<file path="src/rtl/rx_pkt_supervisor.sv">
// Per-packet supervisor for the dot11 receive chain: tracks preamble, header,
// payload bytes and FCS, classifies the outcome and pulses receiver_rst on aborts.
module rx_pkt_supervisor #(
    parameter int HDR_TIMEOUT = 400,
    parameter int GAP_TIMEOUT = 2000,
    parameter int RST_CYCLES  = 4,
    parameter int HOLDOFF     = 16
) (
    input  logic        clock,
    input  logic        reset,
    input  logic        sample_in_strobe,
    input  logic        long_preamble_detected,
    input  logic        pkt_header_valid_strobe,
    input  logic        pkt_header_valid,
    input  logic [15:0] pkt_len,
    input  logic        byte_out_strobe,
    input  logic        fcs_out_strobe,
    input  logic        fcs_ok,
    input  logic        ext_rst,
    output logic        receiver_rst,
    output logic        busy,
    output logic        pkt_done_stb,
    output logic [2:0]  pkt_status,
    output logic [15:0] ok_count,
    output logic [15:0] err_count
);

    typedef enum logic [2:0] {IDLE, WAIT_HDR, RECV, FLUSH, HOLD} state_t;

    localparam logic [2:0] ST_OK      = 3'd0;
    localparam logic [2:0] ST_FCS     = 3'd1;
    localparam logic [2:0] ST_HDR_INV = 3'd2;
    localparam logic [2:0] ST_HDR_TO  = 3'd3;
    localparam logic [2:0] ST_GAP_TO  = 3'd4;
    localparam logic [2:0] ST_OVR     = 3'd5;
    localparam logic [2:0] ST_EXT     = 3'd6;

    localparam logic [15:0] HDR_LIM  = 16'(HDR_TIMEOUT);
    localparam logic [15:0] GAP_LIM  = 16'(GAP_TIMEOUT);
    localparam logic [15:0] RST_LAST = 16'(RST_CYCLES - 1);
    localparam logic [15:0] HOLD_LIM = 16'(HOLDOFF);

    state_t      state, state_nx;
    logic [15:0] cnt, cnt_nx, cnt_inc;
    logic [15:0] byte_cnt, byte_cnt_nx;
    logic [15:0] len_q, len_nx;
    logic        pre_q, pre_rise;
    logic        done_nx, abort;
    logic [2:0]  status_nx, abort_code;

    // One shared counter: samples in WAIT_HDR/RECV/HOLD, clock cycles in FLUSH.
    assign pre_rise = long_preamble_detected && !pre_q;
    assign cnt_inc  = (sample_in_strobe && cnt != 16'hFFFF) ? cnt + 16'd1 : cnt;

    assign receiver_rst = (state == FLUSH);
    assign busy         = (state != IDLE);

    always_comb begin
        state_nx    = state;
        cnt_nx      = cnt_inc;
        byte_cnt_nx = byte_cnt;
        len_nx      = len_q;
        abort       = 1'b0;
        abort_code  = ST_OK;
        done_nx     = 1'b0;
        status_nx   = pkt_status;
        unique case (state)
            IDLE: begin
                cnt_nx = '0;
                if (ext_rst) begin
                    state_nx = FLUSH;
                end else if (pre_rise) begin
                    state_nx = WAIT_HDR;
                end
            end
            WAIT_HDR: begin
                if (ext_rst) begin
                    abort      = 1'b1;
                    abort_code = ST_EXT;
                end else if (pkt_header_valid_strobe) begin
                    if (pkt_header_valid) begin
                        state_nx    = RECV;
                        len_nx      = pkt_len;
                        byte_cnt_nx = '0;
                        cnt_nx      = '0;
                    end else begin
                        abort      = 1'b1;
                        abort_code = ST_HDR_INV;
                    end
                end else if (cnt_inc >= HDR_LIM) begin
                    abort      = 1'b1;
                    abort_code = ST_HDR_TO;
                end
            end
            RECV: begin
                if (ext_rst) begin
                    abort      = 1'b1;
                    abort_code = ST_EXT;
                end else if (fcs_out_strobe) begin
                    state_nx  = IDLE;
                    cnt_nx    = '0;
                    done_nx   = 1'b1;
                    status_nx = fcs_ok ? ST_OK : ST_FCS;
                end else if (byte_out_strobe) begin
                    if (byte_cnt >= len_q) begin
                        abort      = 1'b1;
                        abort_code = ST_OVR;
                    end else begin
                        byte_cnt_nx = byte_cnt + 16'd1;
                        cnt_nx      = '0;
                    end
                end else if (cnt_inc >= GAP_LIM) begin
                    abort      = 1'b1;
                    abort_code = ST_GAP_TO;
                end
            end
            FLUSH: begin
                if (ext_rst) begin
                    cnt_nx = '0;
                end else if (cnt >= RST_LAST) begin
                    state_nx = HOLD;
                    cnt_nx   = '0;
                end else begin
                    cnt_nx = cnt + 16'd1;
                end
            end
            HOLD: begin
                if (ext_rst) begin
                    state_nx = FLUSH;
                    cnt_nx   = '0;
                end else if (cnt_inc >= HOLD_LIM) begin
                    state_nx = IDLE;
                    cnt_nx   = '0;
                end
            end
            default: begin
                state_nx = IDLE;
            end
        endcase
        if (abort) begin
            state_nx  = FLUSH;
            cnt_nx    = '0;
            done_nx   = 1'b1;
            status_nx = abort_code;
        end
    end

    always_ff @(posedge clock) begin
        if (reset) begin
            state        <= IDLE;
            cnt          <= '0;
            byte_cnt     <= '0;
            len_q        <= '0;
            pre_q        <= 1'b0;
            pkt_done_stb <= 1'b0;
            pkt_status   <= ST_OK;
            ok_count     <= '0;
            err_count    <= '0;
        end else begin
            state        <= state_nx;
            cnt          <= cnt_nx;
            byte_cnt     <= byte_cnt_nx;
            len_q        <= len_nx;
            pre_q        <= long_preamble_detected;
            pkt_done_stb <= done_nx;
            pkt_status   <= status_nx;
            if (done_nx) begin
                if (status_nx == ST_OK) begin
                    if (ok_count != 16'hFFFF) ok_count <= ok_count + 16'd1;
                end else if (err_count != 16'hFFFF) begin
                    err_count <= err_count + 16'd1;
                end
            end
        end
    end

endmodule

</file>
<file path="config.mk">
export PLATFORM = sky130hd
export DESIGN_NAME = rx_pkt_supervisor
export DESIGN_NICKNAME = d
export VERILOG_FILES = /design/src/rtl/rx_pkt_supervisor.sv
export SDC_FILE = /design/constraint.sdc
export NUM_CORES = 1
export LEC_CHECK = 0
export ABC_CLOCK_PERIOD_IN_PS = 8550
export BUFFER_PORTS_ARGS = -buffer_cell sky130_fd_sc_hd__buf_4
export CAP_MARGIN = 30
export CORE_MARGIN = 2
export CORE_UTILIZATION = 55
export DETAILED_ROUTE_END_ITERATION = 10
export PLACE_DENSITY = 0.84
export SETUP_SLACK_MARGIN = 0.5
export SYNTH_ARGS = -nofsm -noshare
export SYNTH_HDL_FRONTEND = slang
export SYNTH_SLANG_ARGS = --single-unit
</file>
<file path="constraint.sdc">
create_clock -name clock -period 8.55 [get_ports clock]
set_input_delay 0.855 -clock clock [delete_from_list [all_inputs] [get_ports clock]]
set_output_delay 0.855 -clock clock [all_outputs]
set_load 0.02 [all_outputs]
</file>
* Word-level counts from Yosys, hierarchy flattened
Index checks and enable logic that the tools add are counted.
W data, S select, Z words.
** Cells by class
- $add $sub $neg :: 4
- Muxes and demuxes :: 63
- $lt $le $gt $ge :: 5
- Bitwise logic cells :: 2
- Reductions and logical operators :: 14
- Equality and inequality tests :: 28
** Operator list (count)
- $mux W16 :: 19
- $pmux W16 S5 :: 1
- $mux W3 :: 22
- $add A16 B1 Y16 const B :: 4
- $ne A16 B16 Y1 const B :: 3
- $pmux W16 S2 :: 1
- $ne A3 B3 Y1 const B :: 7
- $ne A2 B2 Y1 const B :: 9
- $reduce_and A9 Y1 :: 2
- $ge A16 B11 Y1 const B :: 1
- $ge A16 B16 Y1 :: 1
- $ge A16 B2 Y1 const B :: 1
- $ge A16 B5 Y1 const B :: 1
- $ge A16 B9 Y1 const B :: 1
- $pmux W3 S5 :: 1
- $mux W1 :: 14
- $ne A4 B4 Y1 const B :: 2
- $reduce_and A8 Y1 :: 1
- $eq A3 B2 Y1 const B :: 2
- $logic_not A3 Y1 :: 2
- $mux W2 :: 3
- $pmux W3 S2 :: 1
- $reduce_and A3 Y1 :: 2
- $reduce_and A4 Y1 :: 1
- 12 further kinds :: 14
** Word-level totals
- Register bits after elaboration :: 88
- Input port bits :: 26
- Logic and storage cells :: 126
- Output and inout bits :: 38

* Logic depth before layout (Yosys ltp)
- Depth after elaboration :: 13
- Depth in mapped cells :: 15
- Mapped depth without buffers :: 13

* Worst setup path before layout
OpenSTA, ideal clock, no wires.
- Kind :: input-to-reg
- From :: in sample_in_strobe
- To :: reg err_count[5]
- Arrival :: 3.516 ns
- Cell stages on the path :: 12
- Library setup time :: 0.121 ns
- Slack :: 4.913 ns
- Path through :: buf_2 inv_1 nor4b_1 and3_1 o21ai_1 or3_4 a221o_1 and4b_1 a31oi_2 buf_6 nand4_1 mux2_4
** Between the ends
- Cells in the longest elaborated chain, start to end :: 12
- Elaborated cells between the ends (all ways) :: 25
- Classes of those cells :: order compare (2); mux (19); bitwise (1); reduce/logical (3)
** Ends and longest elaborated chain
- from (decl) :: RTL line 11 : input logic sample_in_strobe,
- $logic_and A1 B1 Y1 (*) :: RTL line 53 : assign cnt_inc = (sample_in_strobe && cnt != 16'hFFFF) ? cnt + 16'd1 : cnt;
- $mux W16 (*) :: RTL line 53
- $ge A16 B11 Y1 :: RTL line 112 : end else if (cnt_inc >= GAP_LIM) begin
- $mux W1 / $mux W3 (equally long branches) :: RTL line 112
- $mux W1 / $mux W3 (equally long branches) :: RTL line 104 : end else if (byte_out_strobe) begin
- $mux W1 / $mux W3 (equally long branches) :: RTL line 99 : end else if (fcs_out_strobe) begin
- $mux W1 / $mux W3 (equally long branches) :: RTL line 96 : if (ext_rst) begin
- $pmux W1 S2 / $pmux W3 S2 (equally long branches) :: RTL line 67 : unique case (state)
- $mux W3 :: RTL line 140 : if (abort) begin
- $logic_not A3 Y1 :: RTL line 168 : if (status_nx == ST_OK) begin
- $not A1 Y1 (no line)
- $reduce_and A3 Y1 (no line) (*)
- to (signal assigned) :: RTL line 171 : err_count <= err_count + 16'd1;
- to (decl) :: RTL line 25 : output logic [15:0] err_count
Mark *: on every way between the ends. The rest lies on a longest branch, timed or not.
A chain may end at the register's enable or synchronous reset.

* Worst setup path after layout
- From :: reg cnt[10]
- To :: reg err_count[10]
** Between the ends
- Cells in the longest elaborated chain, start to end :: 13
- Elaborated cells between the ends (all ways) :: 27
- Classes of those cells :: add/sub (1); order compare (2); eq/ne (1); mux (19); bitwise (1); reduce/logical (3)
** Ends and longest elaborated chain
- from (decl) :: RTL line 44 : logic [15:0] cnt, cnt_nx, cnt_inc;
- from (signal assigned) :: RTL line 161 : cnt <= cnt_nx;
- branches (longest 2 deep; another with $add A16 B1 Y16)
- $mux W16 (*) :: RTL line 53
- $ge A16 B11 Y1 :: RTL line 112
- $mux W1 / $mux W3 (equally long branches) :: RTL line 112
- $mux W1 / $mux W3 (equally long branches) :: RTL line 104
- $mux W1 / $mux W3 (equally long branches) :: RTL line 99
- $mux W1 / $mux W3 (equally long branches) :: RTL line 96
- $pmux W1 S2 / $pmux W3 S2 (equally long branches) :: RTL line 67
- $mux W3 :: RTL line 140
- $logic_not A3 Y1 :: RTL line 168
- $not A1 Y1 (no line)
- $reduce_and A3 Y1 (no line) (*)
Every way passes the cells marked *.

==> results.yml <==
logic_synthesis:
  synth_top_area_share_pct: 35.3
  synth_top_area_cell: "dfxtp_1"
  synthCells: 626
  syn-num-nets: 672
  synth_area_per_cell_um2: 7.96
  ys_warn_count: 0
  async_reset_ff_share_pct: 0
  synth_edf_count: 0
  ys_seq_elements: 88
  yosysSeqAreaShare_pct: 35.3
  ys_top_cells_by_area: "dfxtp_1 35%, nor2_1 6.5%, nand2_1 5.0%, ha_1 5.0%, xor2_1 3.9%"
  ys_types: 67
  synth_ff_type: "dfxtp_1"
  synth_area_um2: 4990
timing:
  rsz0062_at_grt: "false"
  fin_crit_ns: 4.04
  fin_skew_ns: 0.0137
  hold_viol: 0
  worstMarginPinSlew_ns: 0.874
  setup_viol: 0
  tns_ns: 0
  slew_headroom_pct: 41.4
  finalCritPeriodShare_pct: 47.2
  worst_slack_ns: 4.51
  fin_hold_ws_ns: 0.459
  fmax_mhz: 248
  slew_violations: 0
die:
  initial_core_util_pct: 56.9
  die_x_um: 99.2
  die_h_um: 99.2
  die_area_um2: 9840
  core_um2: 8760
  core.rowCount: 34
  boundaryPins: 64
hold_path:
  min_path_type: "register to register"
routing:
  vias: 4640
  firstDrtPassIters: 5
  dr.first_iter.drc_count: 192
  via_per_inst: 5.90
  wl_per_cell_um: 15.1
  drc_errors: 0
  drt_wl_total_um: 11800
  ant_nets: 0
clock_tree:
  ctsRootBufferMaster: "clkbuf_8"
  post_cts_resized: 0
  h-tree-depth: 3
  clkSinkCount: 88
  clock_path_buffers: 2
  cts_setup_buffers: 0
  cts_made_buffers: 9
  cts.reportedPaths.clkPinSlew_ns: 0.10
  cts_hold_buf: 0
  cts_tree: "yes"
  clock_latency_ns: 0.37
worst_setup_path:
  path_class: "register to register"
  critPathArrivalTime_ns: 4.30
  worstPathRequired_ns: 8.81
  worst_setup_path_start_kind: "register"
  critPathMaxFanout: 22
  crit_path_end_kind: "register"
global_route:
  antenna_found_initial: 0
  grt_max_degree: 68
  grt-ovfl-total: 0
  grt_pass1_wl_um: 19900
  grt_pass1_vias: 4290
  grt_util_all_layers_pct: 24.6
placed_design:
  dp_slack_ns: 4.03
  port_buffers: 63
  placed_cells_incl_taps: 769
  post-dp-hpwl_um: 8770
  place_congestion: 1.05
cells_and_area:
  utilization_pct: 64.8
  antennaDiodeCount: 0
  syn_to_final_growth_pct: 13.9
  nNetsFinal: 719
  layout_commonest_cell: "dfxtp_1"
  layout.cells.non_filler: 786
  layout_common_cells: "88 x dfxtp_1, 86 x nor2_1, 67 x nand2_1"
  drive_above_1_share_pct: 14.9
power:
  pwr_density_cell_nw_per_um2: 174
  ir_drop_uv: 136
  p_leak_nw: 2.13
run_status:
  status: "complete, no violations"
run:
  max_cap_viol_count: 0
## logic make-up after synthesis
kind of cell               synth area share [%]
muxes                                      2.06
buffers and inverters                      5.34
xor gates and xnor gates                   7.38
DFF                                        35.3
and+or+nand+nor                            30.0
adders and majority gates                  5.02
AOI/OAI and AO/OA                          14.9
## Yosys cell counts (10+ instances only)
library cell,n
and3_1,16
nand2_1,67
xnor2_1,20
o21ai_0,13
a21oi_1,38
nor2_1,86
nor2b_1,10
nand4_1,20
ha_1,20
nand3_1,30
dfxtp_1,88
inv_1,35
clkbuf_1,17
xor2_1,22
## routing by layer
layer / wire, um / vias to the layer above / GRT usage (%)
li1: - / 2299 / -
met3: 789 / 24 / 5.20
met2: 5320 / 144 / 38.8
met4: 267 / 0 / 9.91
met1: 5450 / 2173 / 33.0
met5: 0 / - / 0
## layout make-up
type | count | area [um2]
clock buffer | 9 | 124
timing repair buffer | 65 | 492
tap | 108 | 135
clock inverter | 7 | 78.8
sequential | 88 | 1760
multi-input combinational | 474 | 2960
inverter | 35 | 131
fill | 769 | 3080
## registers in the layout, indices dropped and copies added, names as in the netlist
register / count
state: 3
len_q: 16
cnt: 16
byte_cnt: 16
pkt_done_stb: 1
pkt_status: 3
err_count: 16
ok_count: 16
pre_q: 1
## path summary, 6_finish.rpt
kind                              start                         end  slack (ns)  cells after the start
setup reg to reg     cnt[10]$_SDFF_PP0_  err_count[10]$_SDFFE_PP0P_        4.51                     12
setup / recovery     cnt[10]$_SDFF_PP0_  err_count[10]$_SDFFE_PP0P_        4.51                     12
hold / removal    len_q[6]$_SDFFE_PP0P_       len_q[6]$_SDFFE_PP0P_        0.46                      2
hold reg to reg   len_q[6]$_SDFFE_PP0P_       len_q[6]$_SDFFE_PP0P_        0.46                      2
## worst max-delay path, stage by stage, from the launching register on
cell and delay [ns]:
dfxtp_1 0.57, nand4_2 0.26, nor4_2 0.66, nor2_1 0.34, o2111ai_1 0.18, a32oi_1 0.17
a211o_1 0.37, a221o_1 0.32, and4b_1 0.19, a31oi_2 0.19, buf_6 0.22, nand4_1 0.14
mux2_4 0.31
## metrics by stage
stage          cell area (um2)  power (mW)
3_5_place_dp              5470       0.687
6_report                  5680       0.989
4_1_cts                   5670       0.984
3_3_place_gp              5470       0.679
2_1_floorplan             4990       0.622
5_1_grt                   5680        1.04
## where the power goes
part	leakage (nW)	switching [mW]	total (mW)	internal (mW)
logic	1.32	0.152	0.241	0.0887
clock network	0.103	0.162	0.301	0.139
registers	0.711	0.0190	0.447	0.428
Note: power is estimated with default switching activity, not from simulation.
